### src/rtl/clk_mon_pkg.sv
// Shared definitions for the divided-clock edge monitor: state encoding and
// default parameter values.
package clk_mon_pkg;

    typedef enum logic [1:0] {
        IDLE   = 2'd0,
        ACQ    = 2'd1,
        LOCKED = 2'd2,
        LOST   = 2'd3
    } mon_state_e;

    localparam int DEF_CNT_W      = 16;
    localparam int DEF_TIMEOUT    = 1000;
    localparam int DEF_LOCK_COUNT = 4;
    localparam int DEF_TOL        = 1;

endpackage

### src/rtl/sync_2ff.sv
// One-bit two-flop synchronizer for signals arriving from another clock domain
// or from board pins.
module sync_2ff (
    input  logic clk,
    input  logic rst,
    input  logic d_i,
    output logic q_o
);

    logic s1_q;
    logic s2_q;

    always_ff @(posedge clk or posedge rst) begin
        if (rst) begin
            s1_q <= 1'b0;
            s2_q <= 1'b0;
        end else begin
            s1_q <= d_i;
            s2_q <= s1_q;
        end
    end

    assign q_o = s2_q;

endmodule

### src/rtl/clk_edge_monitor.sv
// Synchronizes a slow divided clock, emits rise/fall enable strobes, measures
// its rise-to-rise period and tracks lock/loss health.
module clk_edge_monitor
    import clk_mon_pkg::*;
#(
    parameter int CNT_W      = DEF_CNT_W,
    parameter int TIMEOUT    = DEF_TIMEOUT,
    parameter int LOCK_COUNT = DEF_LOCK_COUNT,
    parameter int TOL        = DEF_TOL
) (
    input  logic             clk,
    input  logic             reset,
    input  logic             sig_in,
    output logic             rise_pulse,
    output logic             fall_pulse,
    output logic [CNT_W-1:0] period_out,
    output logic             period_valid,
    output logic             locked,
    output logic             lost
);

    localparam int MC_W = (LOCK_COUNT < 1) ? 1 : $clog2(LOCK_COUNT + 1);
    localparam logic [CNT_W-1:0] CNT_MAX    = '1;
    localparam logic [CNT_W-1:0] TIMEOUT_M1 = CNT_W'(TIMEOUT - 1);
    localparam logic [CNT_W-1:0] TOL_V      = CNT_W'(TOL);
    localparam logic [MC_W-1:0]  LOCK_V     = MC_W'(LOCK_COUNT);

    logic             s2;
    logic             s3_q;
    logic             rise;
    logic             fall;
    logic             rise_q, fall_q;
    logic             locked_q, lost_q;
    logic [CNT_W-1:0] cnt_q, cnt_d;
    logic [CNT_W-1:0] period_q, period_d;
    logic             valid_q, valid_d;
    logic [MC_W-1:0]  match_q, match_d;
    mon_state_e       state_q, state_d;
    logic [CNT_W-1:0] period_new;
    logic [CNT_W-1:0] diff;
    logic             is_match;
    logic             timeout;

    sync_2ff u_sync (
        .clk (clk),
        .rst (reset),
        .d_i (sig_in),
        .q_o (s2)
    );

    assign rise = s2 & ~s3_q;
    assign fall = ~s2 & s3_q;

    // The period includes the rise cycle itself, hence cnt+1, clamped at full scale.
    assign period_new = (cnt_q == CNT_MAX) ? CNT_MAX : cnt_q + CNT_W'(1);
    assign diff       = (period_new >= period_q) ? (period_new - period_q)
                                                 : (period_q - period_new);
    assign is_match   = valid_q && (diff <= TOL_V);
    assign timeout    = (cnt_q == TIMEOUT_M1) && !rise;

    always_comb begin
        state_d  = state_q;
        match_d  = match_q;
        period_d = period_q;
        valid_d  = valid_q;
        cnt_d    = (cnt_q == CNT_MAX) ? cnt_q : cnt_q + CNT_W'(1);
        if (rise) begin
            cnt_d = '0;
        end

        unique case (state_q)
            IDLE, LOST: begin
                // First rise only restarts the count; its period is not trustworthy.
                if (rise) begin
                    state_d = ACQ;
                    match_d = '0;
                end else if (timeout && state_q == IDLE) begin
                    state_d = LOST;
                    valid_d = 1'b0;
                end
            end
            ACQ: begin
                if (rise) begin
                    period_d = period_new;
                    valid_d  = 1'b1;
                    if (valid_q) begin
                        if (is_match) begin
                            match_d = match_q + MC_W'(1);
                            if (match_q + MC_W'(1) >= LOCK_V) begin
                                match_d = LOCK_V;
                                state_d = LOCKED;
                            end
                        end else begin
                            match_d = '0;
                        end
                    end
                end else if (timeout) begin
                    state_d = LOST;
                    valid_d = 1'b0;
                end
            end
            LOCKED: begin
                if (rise) begin
                    period_d = period_new;
                    if (!is_match) begin
                        state_d = ACQ;
                        match_d = '0;
                    end
                end else if (timeout) begin
                    state_d = LOST;
                    valid_d = 1'b0;
                end
            end
            default: state_d = IDLE;
        endcase
    end

    // Status flags decode the next state so they move on the same edge as the strobes.
    always_ff @(posedge clk or posedge reset) begin
        if (reset) begin
            s3_q     <= 1'b0;
            rise_q   <= 1'b0;
            fall_q   <= 1'b0;
            cnt_q    <= '0;
            period_q <= '0;
            valid_q  <= 1'b0;
            match_q  <= '0;
            state_q  <= IDLE;
            locked_q <= 1'b0;
            lost_q   <= 1'b0;
        end else begin
            s3_q     <= s2;
            rise_q   <= rise;
            fall_q   <= fall;
            cnt_q    <= cnt_d;
            period_q <= period_d;
            valid_q  <= valid_d;
            match_q  <= match_d;
            state_q  <= state_d;
            locked_q <= (state_d == LOCKED);
            lost_q   <= (state_d == LOST);
        end
    end

    assign rise_pulse   = rise_q;
    assign fall_pulse   = fall_q;
    assign period_out   = period_q;
    assign period_valid = valid_q;
    assign locked       = locked_q;
    assign lost         = lost_q;

endmodule
### config.mk
export PLATFORM = sky130hd
export DESIGN_NAME = clk_edge_monitor
export DESIGN_NICKNAME = d
export VERILOG_FILES = /design/src/rtl/clk_mon_pkg.sv /design/src/rtl/sync_2ff.sv /design/src/rtl/clk_edge_monitor.sv
export SDC_FILE = /design/constraint.sdc
export NUM_CORES = 1
export LEC_CHECK = 0
export ABC_AREA = 1
export CORE_UTILIZATION = 40
export DETAILED_ROUTE_END_ITERATION = 7
export SYNTH_ARGS = -nofsm -noshare
export SYNTH_HDL_FRONTEND = slang
export SYNTH_SLANG_ARGS = --single-unit
### constraint.sdc
create_clock -name clk -period 4.55 [get_ports clk]
set_clock_uncertainty 0.15 [all_clocks]
set_input_delay 0.91 -clock clk [delete_from_list [all_inputs] [get_ports clk]]
set_output_delay 0.91 -clock clk [all_outputs]
set_load 0.03 [all_outputs]
==> results of run 1 <==
[sequential cells by signal (all words and copies together) (netlist names)]
name	count
fall_pulse	1
period_out	16
locked	1
rise_pulse	1
cnt_q	16
lost	1
s3_q	1
match_q	3
state_q	2
u_sync.q_o	1
u_sync.s1_q	1
period_valid	1
[worst min path at each step]
stage                            to                   from  depth (start not counted)  slack (ns)
2_1_floorplan  u_sync.q_o$_DFF_PP0_  u_sync.s1_q$_DFF_PP0_                          0        0.18
3_3_place_gp   u_sync.q_o$_DFF_PP0_  u_sync.s1_q$_DFF_PP0_                          0        0.19
3_5_place_dp   u_sync.q_o$_DFF_PP0_  u_sync.s1_q$_DFF_PP0_                          0        0.20
4_1_cts        u_sync.q_o$_DFF_PP0_  u_sync.s1_q$_DFF_PP0_                          0        0.22
5_1_grt        u_sync.q_o$_DFF_PP0_  u_sync.s1_q$_DFF_PP0_                          0        0.23
6_report       u_sync.q_o$_DFF_PP0_  u_sync.s1_q$_DFF_PP0_                          0        0.21
[critical path, delay by kind of cell, from the launching register on]
family | cells | cell delay (ns)
adder cells (fa/ha/maj) | 2 | 0.65
AND/OR/NAND/NOR | 22 | 2.49
buffers and inverters | 4 | 0.37
flip-flops | 1 | 0.41
[per-layer routing]
| layer | share of wire (%) | wire length (microns) |
|---|---|---|
| met5 | 0 | 0 |
| met4 | 2.3 | 263 |
| met3 | 3.0 | 335 |
| met2 | 45 | 5080 |
| met1 | 50 | 5600 |
[timing repair]
action                                  CTS  global route
endpoints found under the setup margin    0             7
endpoints found under the hold margin     0             0
resized for setup                         0            10
setup buffers                             0             1
[cell type report]
| type | count | area (sq um) |
|---|---|---|
| multi-input combinational | 515 | 2690 |
| clock buffer | 6 | 82.6 |
| fill | 1138 | 5490 |
| sequential | 45 | 1130 |
| timing repair inverter | 1 | 7.51 |
| timing repair buffer | 30 | 283 |
| tap | 136 | 170 |
| inverter | 129 | 488 |
| clock inverter | 2 | 37.5 |
[power by group]
part           internal, uW  switching (uW)
combinational           776            1520
sequential              469            60.3
clock                   179             140
total                  1420            1720
[cells in the mapped netlist (7+ instances only)]
cell type,number
nand2_1,215
inv_1,120
nor2_1,84
nand3_1,50
dfrtp_1,45
ha_1,36
o21ai_0,25
a21oi_1,24
nand2_2,14
nor3_1,12
nand4_1,10
xor2_1,10
inv_2,7
[cell families after synthesis]
family          Yosys count  synth area share (%)
buf+inv                 135                  11.9
xor+xnor                 10                  2.04
fa+ha+maj                38                  11.4
flops                    45                  26.2
compound gates           62                  8.09
simple gates            405                  40.4
[through the flow]
stage | util (%) | hold slack, ns | std cells | setup WS (ns) | total power (uW)
2_1_floorplan | - | 0.181 | 695 | 0.953 | 2300
3_3_place_gp | 45.5 | 0.194 | 854 | 0.267 | 2790
3_5_place_dp | 45.5 | 0.199 | 854 | 0.223 | 2820
4_1_cts | 46.7 | 0.221 | 862 | 0.192 | 3150
5_1_grt | 47.1 | 0.226 | 864 | 0.00683 | 3520
6_report | 47.1 | 0.214 | 864 | 0.413 | 3140
==> impl_summary.log, run 1 <==
[metrics] CTS tree: built
[metrics] cell taking the most area after synthesis: dfrtp_1
[metrics] Hold Violations, Final: 0
[metrics] worst setup path category: flop to flop
[metrics] Synth Net Count: 736
[metrics] largest net degree at the start of global routing: 46
[metrics] Min-Delay Path Class: flop to flop
[metrics] global-route wire length before repair: 19000 microns
[metrics] CTS sink count: 45
[metrics] standard cell with the maximum stage delay on the critical path: ha_1
[metrics] crit-path most repeated cell: nand2_1
[metrics] area enclosed by the die boundary: 11200 sq um
[metrics] Rows: 37
[metrics] cell area reported after detailed placement: 4720 sq um
[metrics] critical-path maximum fanout: 7
[metrics] share of post-route cells with drive strength above 1: 9.34%
[metrics] top-level port count: 24
[metrics] share of flip-flops with an asynchronous set or reset after synthesis: 100%
[metrics] maximum cell stage delay along the critical path: 0.43 ns
[metrics] # Max-Cap Violations: 0
[metrics] maximum root-to-sink buffer count: 2
[metrics] endpoint of the lowest-slack register-to-register path: locked$_DFF_PP0_
[metrics] number of warning messages in the yosys log: 0
[metrics] average detailed-routed wire length per instance: 13.1 microns
[metrics] met1 track demand over resource: 29.8%
[metrics] drt drc: 0
[metrics] tightest slew margin relative to the limit: 37.7%
[metrics] Leak: 0.00272 uW
[metrics] RSZ-0062 raised after global routing: false
[metrics] total negative slack for setup checks: 0 ns
[metrics] Worst Path Required: 4.64 ns
[metrics] Routability Congestion: 0.921
[metrics] Area contributors post-synth: dfrtp_1, nand2_1, ha_1, inv_1, nor2_1
[metrics] mean instance size in the synthesized netlist: 6.19 sq um
[metrics] GR Util met3: 2.16%
[metrics] antenna diode count: 0
[metrics] element type at the critical path end: flop
[metrics] highest clock frequency the design can meet: 0.242 GHz
[metrics] number of hold buffers added after CTS: 0
[metrics] ratio of routed vias to standard cells: 4.89
[metrics] RR Startpoint: cnt_q[0]$_DFFE_PP0P_
[metrics] clock transition at the register clock pins on the worst setup and hold paths after CTS: 0.09 ns
[metrics] DRT Pass-1 Iters: 5
[metrics] Power per Cell Area: 644 nW/um^2
[metrics] total CTS buffers: 5
[metrics] Detail Placement HPWL: 9370 microns
[metrics] final cycle utilization of the critical path: 90.9%
[metrics] Worst Reg2Reg Path Length in Cells: 28
[metrics] CP Capture Point: locked$_DFF_PP0_
[metrics] IR drop worst, VDD: 331 uV
[metrics] Vert. Die Dim: 106 microns
[metrics] Vias: 4227
[metrics] Layout Nets: 768
[metrics] antenna-violating nets left: 0
[metrics] Buffers on Ports: 23
[metrics] chip width: 106 microns
[metrics] Iter 0 DRT Violations: 254
[metrics] number of enable-type register cells in the synthesized netlist: 0
[metrics] wire length after detailed routing: 11300 microns
[metrics] cell area after layout: 4880 sq um
[metrics] grt ovf: 0
[metrics] Floorplan Core Area: 10400 sq um
[metrics] worst endpoint data arrival time: 4.23 ns
[metrics] final setup vio count: 0
[metrics] status: finished, final reports clean
[metrics] post-synthesis instance area: 4300 sq um
[metrics] global routing usage on met2: 34.4%
[metrics] commonest non-fill, non-tap cell in the layout: nand2_1
[metrics] area growth from synthesis to final layout: 13.6%
[metrics] number of H-tree levels: 2
[metrics] number of distinct library cells after synthesis: 37
[metrics] initial core utilization: 41.5%
[metrics] CTS root buf: clkbuf_8
[metrics] setup slack of the most critical reg-to-reg path: 0.41 ns
[metrics] GR Util All Layers: 21.5%
[metrics] top cell type's share of synthesized area: 26.2%
[metrics] slew at the pin closest to its max-slew limit: 0.933 ns
[metrics] post-layout min period: 4.14 ns
[metrics] number of antenna violations at the first check in global routing: 0
[metrics] CP startpoint kind: flop
[metrics] GRT Max-Usage Layer: met2
[metrics] share of the yosys chip area belonging to registers: 26.2%
[metrics] most used cells in the layout excluding fill and tap cells: nand2_1, inv_1, nor2_1
[metrics] flip-flop cell with the highest count after synthesis: dfrtp_1
[metrics] flip-flop and latch count after synthesis: 45
[metrics] max-slew violations: 0
[metrics] vias in the first global route: 3994
[metrics] worst setup path start: cnt_q[0]$_DFFE_PP0P_
[metrics] clock latency reported for the late side of the worst-skew pair: 0.31 ns
[metrics] Post-Synthesis Cells: 695
No activity file was read; power rests on OpenSTA's default activity.
==> run 2, diff against run 1 <==
--- a/config.mk
+++ b/config.mk
@@ -8,6 +8,7 @@
 export ABC_AREA = 1
 export CORE_UTILIZATION = 40
 export DETAILED_ROUTE_END_ITERATION = 7
+export MAX_ROUTING_LAYER = met4
 export SYNTH_ARGS = -nofsm -noshare
 export SYNTH_HDL_FRONTEND = slang
 export SYNTH_SLANG_ARGS = --single-unit
==> impl_summary.log, run 2 (same netlist as run 1, synthesis figures left out) <==
[metrics] status: finished, final reports clean
[metrics] Switching Fraction: 55.8%
[metrics] initial core utilization: 41.5%
[metrics] part of the power in registers: 17.3%
[metrics] Iter 0 DRT Violations: 222
[metrics] Worst Path Required: 4.59 ns
[metrics] area enclosed by the die boundary: 11200 sq um
[metrics] ratio of routed vias to standard cells: 4.89
[metrics] Rows: 37
[metrics] chip width: 106 microns
[metrics] area growth from synthesis to final layout: 12.9%
[metrics] drt drc: 0
[metrics] Vias: 4229
[metrics] Detail Placement HPWL: 9390 microns
[metrics] final cycle utilization of the critical path: 89.6%
[metrics] crit-path most repeated cell: nand2_1
[metrics] Layout Nets: 769
[metrics] Min-Delay Path Class: flop to flop
[metrics] max-slew violations: 0
[metrics] Floorplan Core Area: 10400 sq um
[metrics] Worst Reg2Reg Path Length in Cells: 28
[metrics] average detailed-routed wire length per instance: 13.1 microns
[metrics] RSZ-0062 raised after global routing: false
[metrics] most used cells in the layout excluding fill and tap cells: nand2_1, inv_1, nor2_1
[metrics] number of inserted filler cells in the final layout: 1120
[metrics] wire length after detailed routing: 11400 microns
[metrics] Buffers on Ports: 23
[metrics] IR drop worst, VDD: 245 uV
[metrics] final setup vio count: 0
[metrics] startpoint of the lowest-slack hold path: u_sync.s1_q$_DFF_PP0_
[metrics] number of H-tree levels: 2
[metrics] relative contribution of the clock network to total power: 7.8%
[metrics] top-level port count: 24
[metrics] category of cells accounting for the largest share of critical-path delay: simple AND/OR/NAND/NOR gates
[metrics] CTS root buf: clkbuf_8
[metrics] highest clock frequency the design can meet: 0.245 GHz
[metrics] global-route wire length before repair: 19200 microns
[metrics] GR Util All Layers: 22.1%
[metrics] power dissipated by switching net loads: 1710 uW
[metrics] RR Startpoint: cnt_q[0]$_DFFE_PP0P_
[metrics] largest net degree at the start of global routing: 46
[metrics] clock latency reported for the late side of the worst-skew pair: 0.30 ns
[metrics] Routability Congestion: 0.959
[metrics] vias in the first global route: 4122
[metrics] antenna diode count: 0
[metrics] clock transition at the register clock pins on the worst setup and hold paths after CTS: 0.08 ns
[metrics] Hold Path Cell Cnt: 0
[metrics] Hold Violations, Final: 0
[metrics] setup slack of the most critical reg-to-reg path: 0.47 ns
[metrics] maximum root-to-sink buffer count: 2
[metrics] DRT Pass-1 Iters: 5
[metrics] total CTS buffers: 5
[metrics] element type at the critical path end: flop
[metrics] CTS sink count: 45
[metrics] Cells after DPL: 854
[metrics] number of antenna violations at the first check in global routing: 0
[metrics] Internal Pwr Total: 1360 uW
[metrics] share of post-route cells with drive strength above 1: 9.19%
[metrics] CTS tree: built
[metrics] worst endpoint data arrival time: 4.11 ns
[metrics] grt ovf: 0
[metrics] Leak: 0.00272 uW
[metrics] Cell Count, Final, Fillers Out: 865
[metrics] combinational power share: 74.9%
[metrics] cell area reported after detailed placement: 4720 sq um
[metrics] Bufs and invs on worst path: 5
[metrics] tightest slew margin relative to the limit: 36.4%
[metrics] slew at the pin closest to its max-slew limit: 0.953 ns
[metrics] post-layout min period: 4.08 ns
[metrics] antenna-violating nets left: 0
[metrics] commonest non-fill, non-tap cell in the layout: nand2_1
[metrics] capture endpoint of the worst hold path: u_sync.q_o$_DFF_PP0_
[metrics] CP startpoint kind: flop
[metrics] maximum cell stage delay along the critical path: 0.40 ns
[metrics] total negative slack for setup checks: 0 ns
[metrics] endpoint of the lowest-slack register-to-register path: lost$_DFF_PP0_
[metrics] Power per Cell Area: 632 nW/um^2
[metrics] number of hold buffers added after CTS: 0
[metrics] worst setup path category: flop to flop
[metrics] critical-path maximum fanout: 7
[metrics] cell area after layout: 4860 sq um
[metrics] Vert. Die Dim: 106 microns
[metrics] standard cell with the maximum stage delay on the critical path: dfrtp_1
[metrics] cell count along the critical path: 28
[metrics] # Max-Cap Violations: 0
run 2: changes by cell type in the layout (fill, tap and decap cells not counted), sizes merged:
cell and delta:
bufinv -1, clkbuf +2, buf +2, clkinvlp -2
run 2: worst max-delay path by stage:
stage | from | to | slack, ns
after floorplan | cnt_q[0]$_DFFE_PP0P_ | match_q[0]$_DFFE_PP0P_ | 0.95
after global placement | cnt_q[0]$_DFFE_PP0P_ | lost$_DFF_PP0_ | 0.30
after detailed placement | cnt_q[0]$_DFFE_PP0P_ | locked$_DFF_PP0_ | 0.25
after CTS | cnt_q[0]$_DFFE_PP0P_ | locked$_DFF_PP0_ | 0.22
after global routing | cnt_q[0]$_DFFE_PP0P_ | lost$_DFF_PP0_ | 0.02
final | cnt_q[0]$_DFFE_PP0P_ | lost$_DFF_PP0_ | 0.47
run 2: repair_timing:
action,4_1_cts,5_1_grt
buffers inserted,0,3
resized for setup,0,10
setup endpoints to repair,0,7
run 2: cell type report:
cell class	count	area [sq um]	share of cell area, %
repair buffers	32	298	6.13
multi-input cells	515	2700	55.5
well taps	136	170	3.50
clock buffers	8	80.1	1.65
flip-flops and latches	45	1130	23.2
inverters	129	488	10.0
run 2: power groups by stage:
stage / logic, uW / clock network, uW / registers [uW]
floorplan: 1720 / 0 / 579
global placement: 2240 / 0 / 537
detailed placement: 2280 / 0 / 540
CTS: 2290 / 249 / 532
global route: 2660 / 262 / 541
finish: 2300 / 240 / 530
run 2: worst register-to-register path, delay by kind of cell, from the launching register on:
family                   cells  cell delay [ns]
flip-flops                   1             0.40
adder cells (fa/ha/maj)      2             0.61
AND/OR/NAND/NOR             20             1.94
buffers and inverters        5             0.67
AO/OA/AOI/OAI                1             0.19
run 2: layer usage:
metal / share of wire, % / global-route usage [%] / vias up
met2: 45 / 35.8 / 87
met4: 2.5 / 7.44 / 0
met1: 50 / 29.3 / 1909
met3: 3.1 / 1.48 / 20
met5: 0 / - / -
li1: - / - / 2213
run 2: through the flow:
step	worst slack (ns)	util, %	hold WS [ns]	power (uW)
finish	0.472	46.8	0.212	3070
global placement	0.302	45.5	0.194	2780
detailed placement	0.254	45.5	0.187	2820
floorplan	0.953	-	0.181	2300
global route	0.0189	46.8	0.217	3460
CTS	0.225	46.3	0.215	3070
==> run 3, diff against run 2 <==
--- a/config.mk
+++ b/config.mk
@@ -7,7 +7,9 @@
 export LEC_CHECK = 0
 export ABC_AREA = 1
 export CORE_UTILIZATION = 40
+export CTS_CLUSTER_SIZE = 25
 export DETAILED_ROUTE_END_ITERATION = 7
+export GPL_ROUTABILITY_DRIVEN = 1
 export MAX_ROUTING_LAYER = met4
 export SYNTH_ARGS = -nofsm -noshare
 export SYNTH_HDL_FRONTEND = slang
==> results of run 3 <==
Final layout, timing and power as in run 2 (identical DEF).
